[config.mk]
export PLATFORM = sky130hd
export DESIGN_NAME = column_sweep_scheduler
export DESIGN_NICKNAME = d
export VERILOG_FILES = /design/src/rtl/column_sweep_scheduler.sv
export SDC_FILE = /design/constraint.sdc
export NUM_CORES = 1
export LEC_CHECK = 0
export ABC_CLOCK_PERIOD_IN_PS = 1800
export CORE_ASPECT_RATIO = 0.5
export CORE_UTILIZATION = 39
export DETAILED_ROUTE_END_ITERATION = 16
export GPL_TIMING_DRIVEN = 0
export PLACE_DENSITY = 0.77
export SETUP_SLACK_MARGIN = 0.05
export SLEW_MARGIN = 20
export SYNTH_ARGS = -nofsm -noshare
export SYNTH_HDL_FRONTEND = slang
export SYNTH_SLANG_ARGS = --single-unit
[constraint.sdc]
create_clock -name clock -period 1.8 [get_ports clock]
set_input_delay 0.36 -clock clock [delete_from_list [all_inputs] [get_ports clock]]
set_output_delay 0.36 -clock clock [all_outputs]
set_load 0.02 [all_outputs]
[src/rtl/column_sweep_scheduler.sv]
// Frame sequencer for the per-column slice-height calculator: snapshots the view,
// walks every column, clamps each height and hands it to the slice drawer.
module column_sweep_scheduler #(
    parameter int NUM_COLUMNS    = 160,
    parameter int TIMEOUT_CYCLES = 1023,
    parameter int MAX_HEIGHT     = 120
) (
    input  logic               clock,
    input  logic               resetn,
    input  logic               start_frame,
    input  logic               abort,
    input  logic signed [12:0] playerX,
    input  logic signed [12:0] playerY,
    input  logic signed [9:0]  angle_X,
    input  logic signed [9:0]  angle_Y,
    output logic signed [12:0] calc_playerX,
    output logic signed [12:0] calc_playerY,
    output logic signed [9:0]  calc_angle_X,
    output logic signed [9:0]  calc_angle_Y,
    output logic [7:0]         column_count,
    output logic               begin_calc,
    input  logic               end_calc,
    input  logic [6:0]         slice_size,
    output logic               slice_valid,
    input  logic               slice_ready,
    output logic [7:0]         slice_column,
    output logic [6:0]         slice_height,
    output logic               busy,
    output logic               frame_done,
    output logic               timeout_flag,
    output logic [2:0]         state_dbg
);

    localparam int TIMER_W = $clog2(TIMEOUT_CYCLES + 1);
    localparam logic [TIMER_W-1:0] TIMER_LAST = TIMER_W'(TIMEOUT_CYCLES - 1);
    localparam logic [7:0]         LAST_COL   = 8'(NUM_COLUMNS - 1);
    localparam logic [6:0]         HEIGHT_CAP = 7'(MAX_HEIGHT);

    typedef enum logic [2:0] {
        S_IDLE    = 3'd0,
        S_ISSUE   = 3'd1,
        S_WAIT    = 3'd2,
        S_PRESENT = 3'd3,
        S_DONE    = 3'd4
    } state_t;

    state_t               state_q;
    state_t               state_d;
    logic [7:0]           col_q;
    logic [TIMER_W-1:0]   timer_q;
    logic [6:0]           height_q;
    logic                 timeout_q;
    logic signed [12:0]   snap_px_q;
    logic signed [12:0]   snap_py_q;
    logic signed [9:0]    snap_ax_q;
    logic signed [9:0]    snap_ay_q;

    logic                 load_snap;
    logic                 col_inc;
    logic                 timer_clear;
    logic                 timer_inc;
    logic                 capture_result;
    logic                 capture_timeout;
    logic [6:0]           clamped_size;

    assign clamped_size = (slice_size > HEIGHT_CAP) ? HEIGHT_CAP : slice_size;

    // Drawer handshake: slice_valid is high for the whole of S_PRESENT with the
    // payload frozen; a transfer happens on any edge where valid and ready are both high.
    always_comb begin
        state_d         = state_q;
        load_snap       = 1'b0;
        col_inc         = 1'b0;
        timer_clear     = 1'b0;
        timer_inc       = 1'b0;
        capture_result  = 1'b0;
        capture_timeout = 1'b0;

        if (abort && (state_q != S_IDLE)) begin
            state_d = S_IDLE;
        end else begin
            case (state_q)
                S_IDLE: begin
                    if (start_frame) begin
                        load_snap = 1'b1;
                        state_d   = S_ISSUE;
                    end
                end
                S_ISSUE: begin
                    timer_clear = 1'b1;
                    state_d     = S_WAIT;
                end
                S_WAIT: begin
                    timer_inc = 1'b1;
                    // A reply landing on the final timer cycle still counts as a reply.
                    if (end_calc) begin
                        capture_result = 1'b1;
                        state_d        = S_PRESENT;
                    end else if (timer_q == TIMER_LAST) begin
                        capture_timeout = 1'b1;
                        state_d         = S_PRESENT;
                    end
                end
                S_PRESENT: begin
                    if (slice_ready) begin
                        if (col_q == LAST_COL) begin
                            state_d = S_DONE;
                        end else begin
                            col_inc = 1'b1;
                            state_d = S_ISSUE;
                        end
                    end
                end
                S_DONE: begin
                    state_d = S_IDLE;
                end
                default: begin
                    state_d = S_IDLE;
                end
            endcase
        end
    end

    always_ff @(posedge clock or negedge resetn) begin
        if (!resetn) begin
            state_q <= S_IDLE;
        end else begin
            state_q <= state_d;
        end
    end

    always_ff @(posedge clock or negedge resetn) begin
        if (!resetn) begin
            snap_px_q <= '0;
            snap_py_q <= '0;
            snap_ax_q <= '0;
            snap_ay_q <= '0;
        end else if (load_snap) begin
            snap_px_q <= playerX;
            snap_py_q <= playerY;
            snap_ax_q <= angle_X;
            snap_ay_q <= angle_Y;
        end
    end

    always_ff @(posedge clock or negedge resetn) begin
        if (!resetn) begin
            col_q <= 8'd0;
        end else if (load_snap) begin
            col_q <= 8'd0;
        end else if (col_inc) begin
            col_q <= col_q + 8'd1;
        end
    end

    always_ff @(posedge clock or negedge resetn) begin
        if (!resetn) begin
            timer_q <= '0;
        end else if (timer_clear) begin
            timer_q <= '0;
        end else if (timer_inc) begin
            timer_q <= timer_q + TIMER_W'(1);
        end
    end

    always_ff @(posedge clock or negedge resetn) begin
        if (!resetn) begin
            height_q <= 7'd0;
        end else if (capture_result) begin
            height_q <= clamped_size;
        end else if (capture_timeout) begin
            height_q <= 7'd0;
        end
    end

    // Sticky for the frame; only a new accepted start clears it, an abort does not.
    always_ff @(posedge clock or negedge resetn) begin
        if (!resetn) begin
            timeout_q <= 1'b0;
        end else if (load_snap) begin
            timeout_q <= 1'b0;
        end else if (capture_timeout) begin
            timeout_q <= 1'b1;
        end
    end

    assign calc_playerX = snap_px_q;
    assign calc_playerY = snap_py_q;
    assign calc_angle_X = snap_ax_q;
    assign calc_angle_Y = snap_ay_q;
    assign column_count = col_q;
    assign slice_column = col_q;
    assign slice_height = height_q;
    assign timeout_flag = timeout_q;
    assign begin_calc   = (state_q == S_ISSUE);
    assign slice_valid  = (state_q == S_PRESENT);
    assign frame_done   = (state_q == S_DONE);
    assign busy         = (state_q != S_IDLE);
    assign state_dbg    = state_q;

endmodule

Word level (Yosys, flattened, before mapping)
Index checks and enable logic that the tools add are counted.

word-level totals
  word-level logic and storage cells = 63
  output and inout port bits = 77
  register bits = 75

cells by class
  equal/unequal tests = 9
  multiplexer cells = 34
  $add $sub $neg = 2
  order comparisons = 1
  reduce and logical (&&, ||, !) cells = 8

operators by type and width
  operator                                                count
  two-way mux 7 bit                                       3
  two-way mux 1 bit                                       20
  two-way mux 10 bit                                      2
  two-way mux 3 bit                                       6
  two-way mux 8 bit                                       2
  case mux 3 bit (4 select lines)                         1
  adder 10 x 1 -> 10 bit (second input constant)          1
  equality test 10 bit (second input constant)            1
  adder 8 x 1 -> 8 bit (second input constant)            1
  equality test 8 bit (second input constant)             1
  nonzero test 2 bit                                      4
  > comparator 7 bit (second input constant)              1
  equality test 3 x 2 -> 1 bit (second input constant)    2
  inequality test 4 bit (second input constant)           1
  equality test 3 x 1 -> 1 bit (second input constant)    1
  equality test 3 bit (second input constant)             1
  zero test 3 bit                                         1
  inequality test 3 x 1 -> 1 bit (second input constant)  1
  inequality test 3 bit (second input constant)           1
  AND reduction 3 bit                                     1
  nonzero test 3 bit                                      1
  logical AND 1 bit                                       1

Depth between registers and ports, before layout
Gate-level depths: netlist (run 1).

  depth after elaboration = 7
  gate-level depth with buffers = 7

Worst setup path before layout (run 1)
Ideal clock, no wire load.

  path type = reg-to-reg
  start = register state_q[2] (netlist: state_dbg[2])
  end = register timer_q[8]
  path buffers = 2
  data arrival time = 1818 ps
  setup time = 125 ps
  stages on the path, launching flop included = 7
  setup slack = -142 ps
  data required time = 1675 ps
  clock period less this slack = 1942 ps
  cells stage by stage = dfrtp_1 buf_6 nor3b_1 and2b_1 buf_6 nor2b_1 mux2_2

between the ends
  longest elaborated chain between the ends = 4

ends and longest elaborated chain
  element                                                          RTL line  source
  from (decl)                                                      47        state_t state_q;
  from (signal assigned)                                           128       state_q <= state_d;
  equality test 3 x 1 -> 1 bit (*)                                 n/a
  via begin_calc                                                   21        output logic begin_calc,
  two-way mux 1 bit (*)                                            82        case (state_q)
  two-way mux 1 bit (*)                                            79        if (abort && (state_q != S_IDLE)) begin
  two-way mux 10 bit / nonzero test 2 bit (equally long branches)  n/a
  to (signal assigned)                                             162       timer_q <= timer_q + TIMER_W'(1);
  to (decl)                                                        50        logic [TIMER_W-1:0] timer_q;

Mark *: on every way through the listed nets, which the timed path passes. The rest lies on a longest branch.
A chain may end at the register's enable or synchronous reset.

Final worst setup path (run 1)
  start = register state_q[2] (netlist: state_dbg[2])
  end = register timer_q[6]

between the ends
  longest elaborated chain between the ends = 4

ends and longest elaborated chain
  element                                                          RTL line
  equality test 3 x 1 -> 1 bit, or another cell as far along       82
  two-way mux 1 bit / logical AND 1 bit (equally long branches)    82, 79
  two-way mux 1 bit                                                79
  two-way mux 10 bit / nonzero test 2 bit (equally long branches)  n/a

Parallel ways exist; a longest one is shown, timed or not.

==> impl_metrics.py, run 1 <==
metrics = {
    "yosys": {
        "synth.yosys.seq_area_share_pct": 56.3,
        "async_flop_share_pct": 100,
        "ys_ff_latch": 75,
        "synthFlopType": "dfrtp_1",
        "synth_edf_count": 0,
        "ys_top_cells_by_area": "dfrtp_1 (56%), nand2_1 (17%), buf_4 (2.0%)",
        "yosysTopAreaCellShare_pct": 56.3,
        "synth_warnings": 0,
        "netlist_area_mm2": 0.00333,
        "synth_top_cell_by_area": "dfrtp_1",
        "avgSynthCellArea_um2": 9.23,
        "synth_cell_types": 41,
        "synth.net_count": 423,
        "synthCells": 361,
    },
    "route": {
        "dr.pass1.iters": 4,
        "viasPerCell": 4.66,
        "routed_wirelength_um": 8610,
        "antenna_left": 0,
        "drc": 0,
        "drtIter0Drc": 153,
        "wl_per_cell_um": 13.6,
        "vias": 2952,
    },
    "clock_tree": {
        "clk_pin_slew_ns": 0.06,
        "cts-buffers-inserted": 9,
        "htree_levels": 3,
        "clockBufferDepth": 2,
        "tritoncts": "yes",
        "cts_num_sinks": 75,
        "cts_root_buffer": "clkbuf_16",
        "clk_latency_ns": 0.34,
    },
    "setup_path": {
        "crit_family": "simple AND/OR/NAND/NOR gates",
        "cp_cell_sequence": "buf_6, or4b_4, or3_4, xor2_1, nor2_2",
        "worst-path-stages": 5,
        "path_class": "flip-flop to flip-flop",
        "ff2ff_setup_slack_ns": 0.02,
        "r2r-end": "timer_q[6]$_DFFE_PN0P_",
        "critPathLaunchType": "flip-flop",
        "cp_num_buf_inv": 1,
        "r2r-start": "state_dbg[2]$_DFFE_PN0P_",
        "reg2reg_depth": 5,
        "cp_max_fo": 9,
        "startpoint": "state_dbg[2]$_DFFE_PN0P_",
        "required_ns": 2.02,
        "crit_path_top_delay_cell": "or4b_4",
        "setup.worst_path.end_class": "flip-flop",
        "worstPathArrival_ns": 2.00,
        "cpPeakStageDelay_ns": 0.56,
        "crit_end": "timer_q[6]$_DFFE_PN0P_",
    },
    "sta": {
        "whs_ns": 0.470,
        "rsz0062_at_grt": "true",
        "drv_slew": 0,
        "period_share_pct": 98.7,
        "final.min_clock_period_ns": 1.78,
        "maxSlewHeadroom_pct": 65.0,
        "finalHoldViolCount": 0,
        "max_freq_mhz": 563,
        "tightestPinTransition_ns": 0.522,
        "setup_viol": 0,
        "skew_ns": 0.00705,
    },
    "die": {
        "core_mm2": 0.00814,
        "die-area_mm2": 0.00894,
        "die_x_um": 133,
        "io_pins": 136,
        "start_util_pct": 40.9,
        "fp.dieH_um": 67.4,
        "rows": 23,
    },
    "layout": {
        "utilization_pct": 65.5,
        "fillers": 659,
        "nNetsFinal": 579,
        "drive_gt1_share_pct": 16.5,
        "final_common_cell": "nand2_1",
        "multi_input_area_mm2": 0.00139,
        "final_cell_mix": "nand2_1 (153), clkdlybuf4s50_1 (112), dfrtp_1 (71)",
        "area_delta_synth_final_pct": 60.2,
        "seq_area_mm2": 0.00188,
        "n_antenna_cell": 0,
    },
    "power_and_ir_drop": {
        "power_density_mw_per_mm2": 1490,
        "leakage_nw": 2.64,
        "swShare_pct": 36.4,
        "combinationalPowerShare_pct": 43.1,
        "power_switching_mw": 2.89,
        "vdd_drop_max_v": 0.000786,
        "p_seq_share_pct": 33.6,
        "power_frac_clock_pct": 23.3,
        "internal_power_mw": 5.04,
    },
    "placement": {
        "port_buffers": 135,
        "dpl.hpwl_um": 5980,
        "gp_congestion": 0.786,
    },
    "status": {
        "outcome": "complete, no violations",
    },
    "global_route": {
        "gr-total-overflow": 0,
        "track_usage_pct": 20.4,
        "grt_antenna_before_repair": 0,
        "grt_pass1_wl_um": 14000,
        "grt_pass1_vias": 2832,
        "grt_max_degree": 56,
    },
    "run": {
        "cap_violations": 0,
    },
    "min_path": {
        "hp-class": "input port to async pin",
    },
}
timing repair:
| item | CTS | global route |
|---|---|---|
| endpoints found under the hold margin | 20 | 0 |
| pin swaps | 2 | 5 |
| setup endpoints to repair | 83 | 72 |
| gates resized for setup | 41 | 28 |
| hold buffers | 1 | 0 |
| buffers inserted | 7 | 2 |
cell families (layout without fill, tap and decap cells):
logic type               Yosys count  in the layout  synth area share, %
XOR/XNOR                           8              8                 2.10
flip-flops                        75             75                 56.3
buffers and inverters             30            191                 5.18
AO/OA/AOI/OAI                     25             25                 4.92
multiplexers                       6              6                 1.92
AND/OR/NAND/NOR                  214            214                 28.4
adder cells (fa/ha/maj)            3              3                 1.13
power groups by stage:
| stage | logic [mW] | clock network [mW] | registers [mW] |
|---|---|---|---|
| after global routing | 3.67 | 1.96 | 2.75 |
| final | 3.42 | 1.84 | 2.67 |
| after CTS | 3.41 | 1.90 | 2.67 |
| after global placement | 3.30 | 0 | 2.67 |
| after detailed placement | 3.35 | 0 | 2.69 |
| after floorplan | 0.919 | 0 | 3.41 |
worst reg2reg max path, delay by kind of cell, from the launching register on:
family | cells | cell delay [ns]
simple gates | 3 | 0.96
xor+xnor | 1 | 0.16
buf+inv | 1 | 0.15
flops | 1 | 0.40
registers in the layout (all words and copies together), names as in the netlist:
name,flops
calc_angle_X,10
column_count,8
calc_angle_Y,10
slice_height,7
calc_playerY,13
timeout_flag,1
timer_q,10
state_dbg,3
calc_playerX,13
layer usage:
metal  vias to the layer above  track usage [%]  routed length [um]
li1                       1479                -                   -
met1                      1398             25.6                3790
met2                        63             34.3                4300
met3                        12             5.26                 357
met4                         0             8.48                 155
met5                         -                0                   0
synthesized netlist by cell type (4+ instances only):
library cell / number
clkbuf_1: 6
nand4_1: 8
inv_1: 4
nor2_1: 14
a21oi_1: 5
xor2_1: 4
buf_2: 9
buf_4: 9
nor3_1: 5
xnor2_1: 4
dfrtp_1: 75
and3_1: 5
a22o_1: 4
nor3b_1: 4
o21ai_0: 7
nand2_1: 154
how the worst min path moves through the flow:
stage | from | end | cells after the start | slack (ns)
after floorplan | resetn | calc_angle_X[0]$_DFFE_PN0P_ | 0 | 0.06
after global placement | calc_playerY[9]$_DFFE_PN0P_ | calc_playerY[9]$_DFFE_PN0P_ | 2 | 0.46
after detailed placement | resetn | calc_angle_Y[6]$_DFFE_PN0P_ | 1 | 0.27
after CTS | resetn | calc_angle_X[6]$_DFFE_PN0P_ | 2 | 0.44
after global routing | resetn | calc_playerY[12]$_DFFE_PN0P_ | 2 | 0.49
final | resetn | calc_angle_X[7]$_DFFE_PN0P_ | 2 | 0.47
stage by stage:
step | setup TNS (ns) | worst slack (ns) | area [um2] | instances | total power, mW
2_1_floorplan | 0 | 0.0541 | 3340 | 361 | 4.33
3_5_place_dp | -9.04 | -0.516 | 4860 | 609 | 6.04
3_3_place_gp | -182.96 | -2.60 | 4830 | 608 | 5.97
4_1_cts | 0 | 0.0466 | 5230 | 633 | 7.98
6_report | 0 | 0.0233 | 5340 | 634 | 7.92
5_1_grt | -0.0207 | -0.0207 | 5340 | 634 | 8.38
layout make-up:
class / count / area share [%]
clock inverter: 6 / 1.36
buffer: 25 / 3.24
sequential: 75 / 35.3
clock buffer: 10 / 4.48
timing repair buffer: 146 / 26.7
multi-input combinational: 256 / 26.0
tap: 112 / 2.63
inverter: 4 / 0.281
Note: power is estimated with default switching activity, not from simulation.
==> inputs of run 2 (changes only) <==
SKIP_LAST_GASP = 1   (was default)
==> impl_metrics.py, run 2 (synthesis results as in run 1) <==
metrics = {
    "setup_path": {
        "required_ns": 2.02,
        "crit_family": "simple AND/OR/NAND/NOR gates",
        "worstPathArrival_ns": 2.00,
        "cp_num_buf_inv": 1,
        "cp_cell_sequence": "buf_6, or4b_4, or3_4, xor2_1, nor2_2",
        "path_class": "flip-flop to flip-flop",
        "setup.worst_path.end_class": "flip-flop",
        "cpPeakStageDelay_ns": 0.56,
        "crit_path_top_delay_cell": "or4b_4",
        "critPathLaunchType": "flip-flop",
        "cp_max_fo": 9,
    },
    "sta": {
        "finalHoldViolCount": 0,
        "tightestPinTransition_ns": 0.523,
        "final.min_clock_period_ns": 1.77,
        "finalWorstSetupSlack_ns": 0.0264,
        "maxSlewHeadroom_pct": 64.9,
        "whs_ns": 0.471,
        "rsz0062_at_grt": "true",
        "skew_ns": 0.00690,
        "setup_viol": 0,
        "period_share_pct": 98.5,
        "drv_slew": 0,
        "max_freq_mhz": 564,
    },
    "clock_tree": {
        "htree_levels": 3,
        "clk_pin_slew_ns": 0.06,
        "cts_root_buffer": "clkbuf_16",
        "cts-buffers-inserted": 9,
        "tritoncts": "yes",
        "cts_num_sinks": 75,
        "clockBufferDepth": 2,
        "clk_latency_ns": 0.34,
    },
    "layout": {
        "seq_area_mm2": 0.00188,
        "utilization_pct": 65.3,
        "fillers": 654,
        "final_common_cell": "nand2_1",
        "n_antenna_cell": 0,
        "multi_input_area_mm2": 0.00138,
        "final_cell_mix": "nand2_1 (153), clkdlybuf4s50_1 (112), dfrtp_1 (71)",
        "fin_cells": 634,
        "drive_gt1_share_pct": 15.9,
        "area_delta_synth_final_pct": 59.7,
        "nNetsFinal": 579,
    },
    "die": {
        "core_mm2": 0.00814,
        "io_pins": 136,
        "rows": 23,
        "start_util_pct": 40.9,
        "die_x_um": 133,
        "die-area_mm2": 0.00894,
        "fp.dieH_um": 67.4,
    },
    "global_route": {
        "grt_max_degree": 56,
        "grt_pass1_vias": 2833,
        "gr-total-overflow": 0,
        "track_usage_pct": 20.4,
        "grt_antenna_before_repair": 0,
        "grt_pass1_wl_um": 14000,
    },
    "placement": {
        "port_buffers": 135,
        "dpl.hpwl_um": 5980,
        "dp_slack_ns": -0.516,
        "gp_congestion": 0.786,
        "placed_cells": 609,
    },
    "route": {
        "viasPerCell": 4.68,
        "wl_per_cell_um": 13.5,
        "drtIter0Drc": 180,
        "drc": 0,
        "dr.pass1.iters": 4,
        "vias": 2967,
        "antenna_left": 0,
        "routed_wirelength_um": 8570,
    },
    "power_and_ir_drop": {
        "leakage_nw": 2.63,
        "p_total_mw": 7.92,
        "power_density_mw_per_mm2": 1490,
        "vdd_drop_max_v": 0.000786,
    },
    "min_path": {
        "hp-class": "input port to async pin",
    },
    "run": {
        "cap_violations": 0,
    },
    "status": {
        "outcome": "complete, no violations",
    },
}
-- run 2: changes by cell type in the layout (fill, tap and decap cells not counted) --
cell and change:
buf_6 -1, nor2_2 -1, and4_4 -1, nor3b_2 -1, nor2_1 +1, nor3b_1 +1, buf_2 +1, and4_1 +1
-- run 2: cell type report --
cell class	count	area share [%]
Buffer	25	3.17
Clock buffer	10	4.49
Clock inverter	6	1.36
Inverter	4	0.282
Multi-Input combinational cell	256	25.9
Sequential cell	75	35.4
Tap cell	112	2.63
Timing Repair Buffer	146	26.7
-- run 2: layer usage --
| layer | global-route usage [%] | wire, um | part of all wire (%) |
|---|---|---|---|
| met2 | 34.3 | 4240 | 49 |
| met4 | 8.48 | 182 | 2.1 |
| met1 | 25.5 | 3770 | 44 |
| met5 | 0 | 0 | 0 |
| met3 | 5.26 | 378 | 4.4 |
-- run 2: report_power, final --
group | internal [mW] | switching, mW | total, mW
sequential | 2.31 | 0.355 | 2.67
combinational | 1.60 | 1.81 | 3.41
clock | 1.12 | 0.724 | 1.85
-- run 2: path summary, 6_finish.rpt --
check	start	end	slack (ns)	depth (start not counted)
min in group clock	calc_playerX[5]$_DFFE_PN0P_	calc_playerX[5]$_DFFE_PN0P_	0.47	2
worst min register to register	calc_playerX[5]$_DFFE_PN0P_	calc_playerX[5]$_DFFE_PN0P_	0.47	2
worst max register to register	state_dbg[2]$_DFFE_PN0P_	timer_q[6]$_DFFE_PN0P_	0.03	5
worst max-delay path	state_dbg[2]$_DFFE_PN0P_	timer_q[6]$_DFFE_PN0P_	0.03	5
worst min-delay path	resetn	calc_angle_X[7]$_DFFE_PN0P_	0.47	2
max in group asynchronous	resetn	state_dbg[0]$_DFFE_PN0P_	0.74	3
-- run 2: metrics by stage --
| stage | cell area (um2) | TNS [ns] |
|---|---|---|
| after floorplan | 3340 | 0 |
| after global placement | 4830 | -182.96 |
| after detailed placement | 4860 | -9.04 |
| after CTS | 5240 | -0.0386 |
| after global routing | 5320 | -0.0901 |
| final | 5320 | 0 |
-- run 2: what timing repair did --
item / CTS / global route
setup endpoints to repair: 83 / 72
pin swaps: 2 / 4
gates resized for setup: 38 / 26
endpoints found under the hold margin: 20 / 0
buffers inserted: 7 / 2
hold buffers: 1 / 0
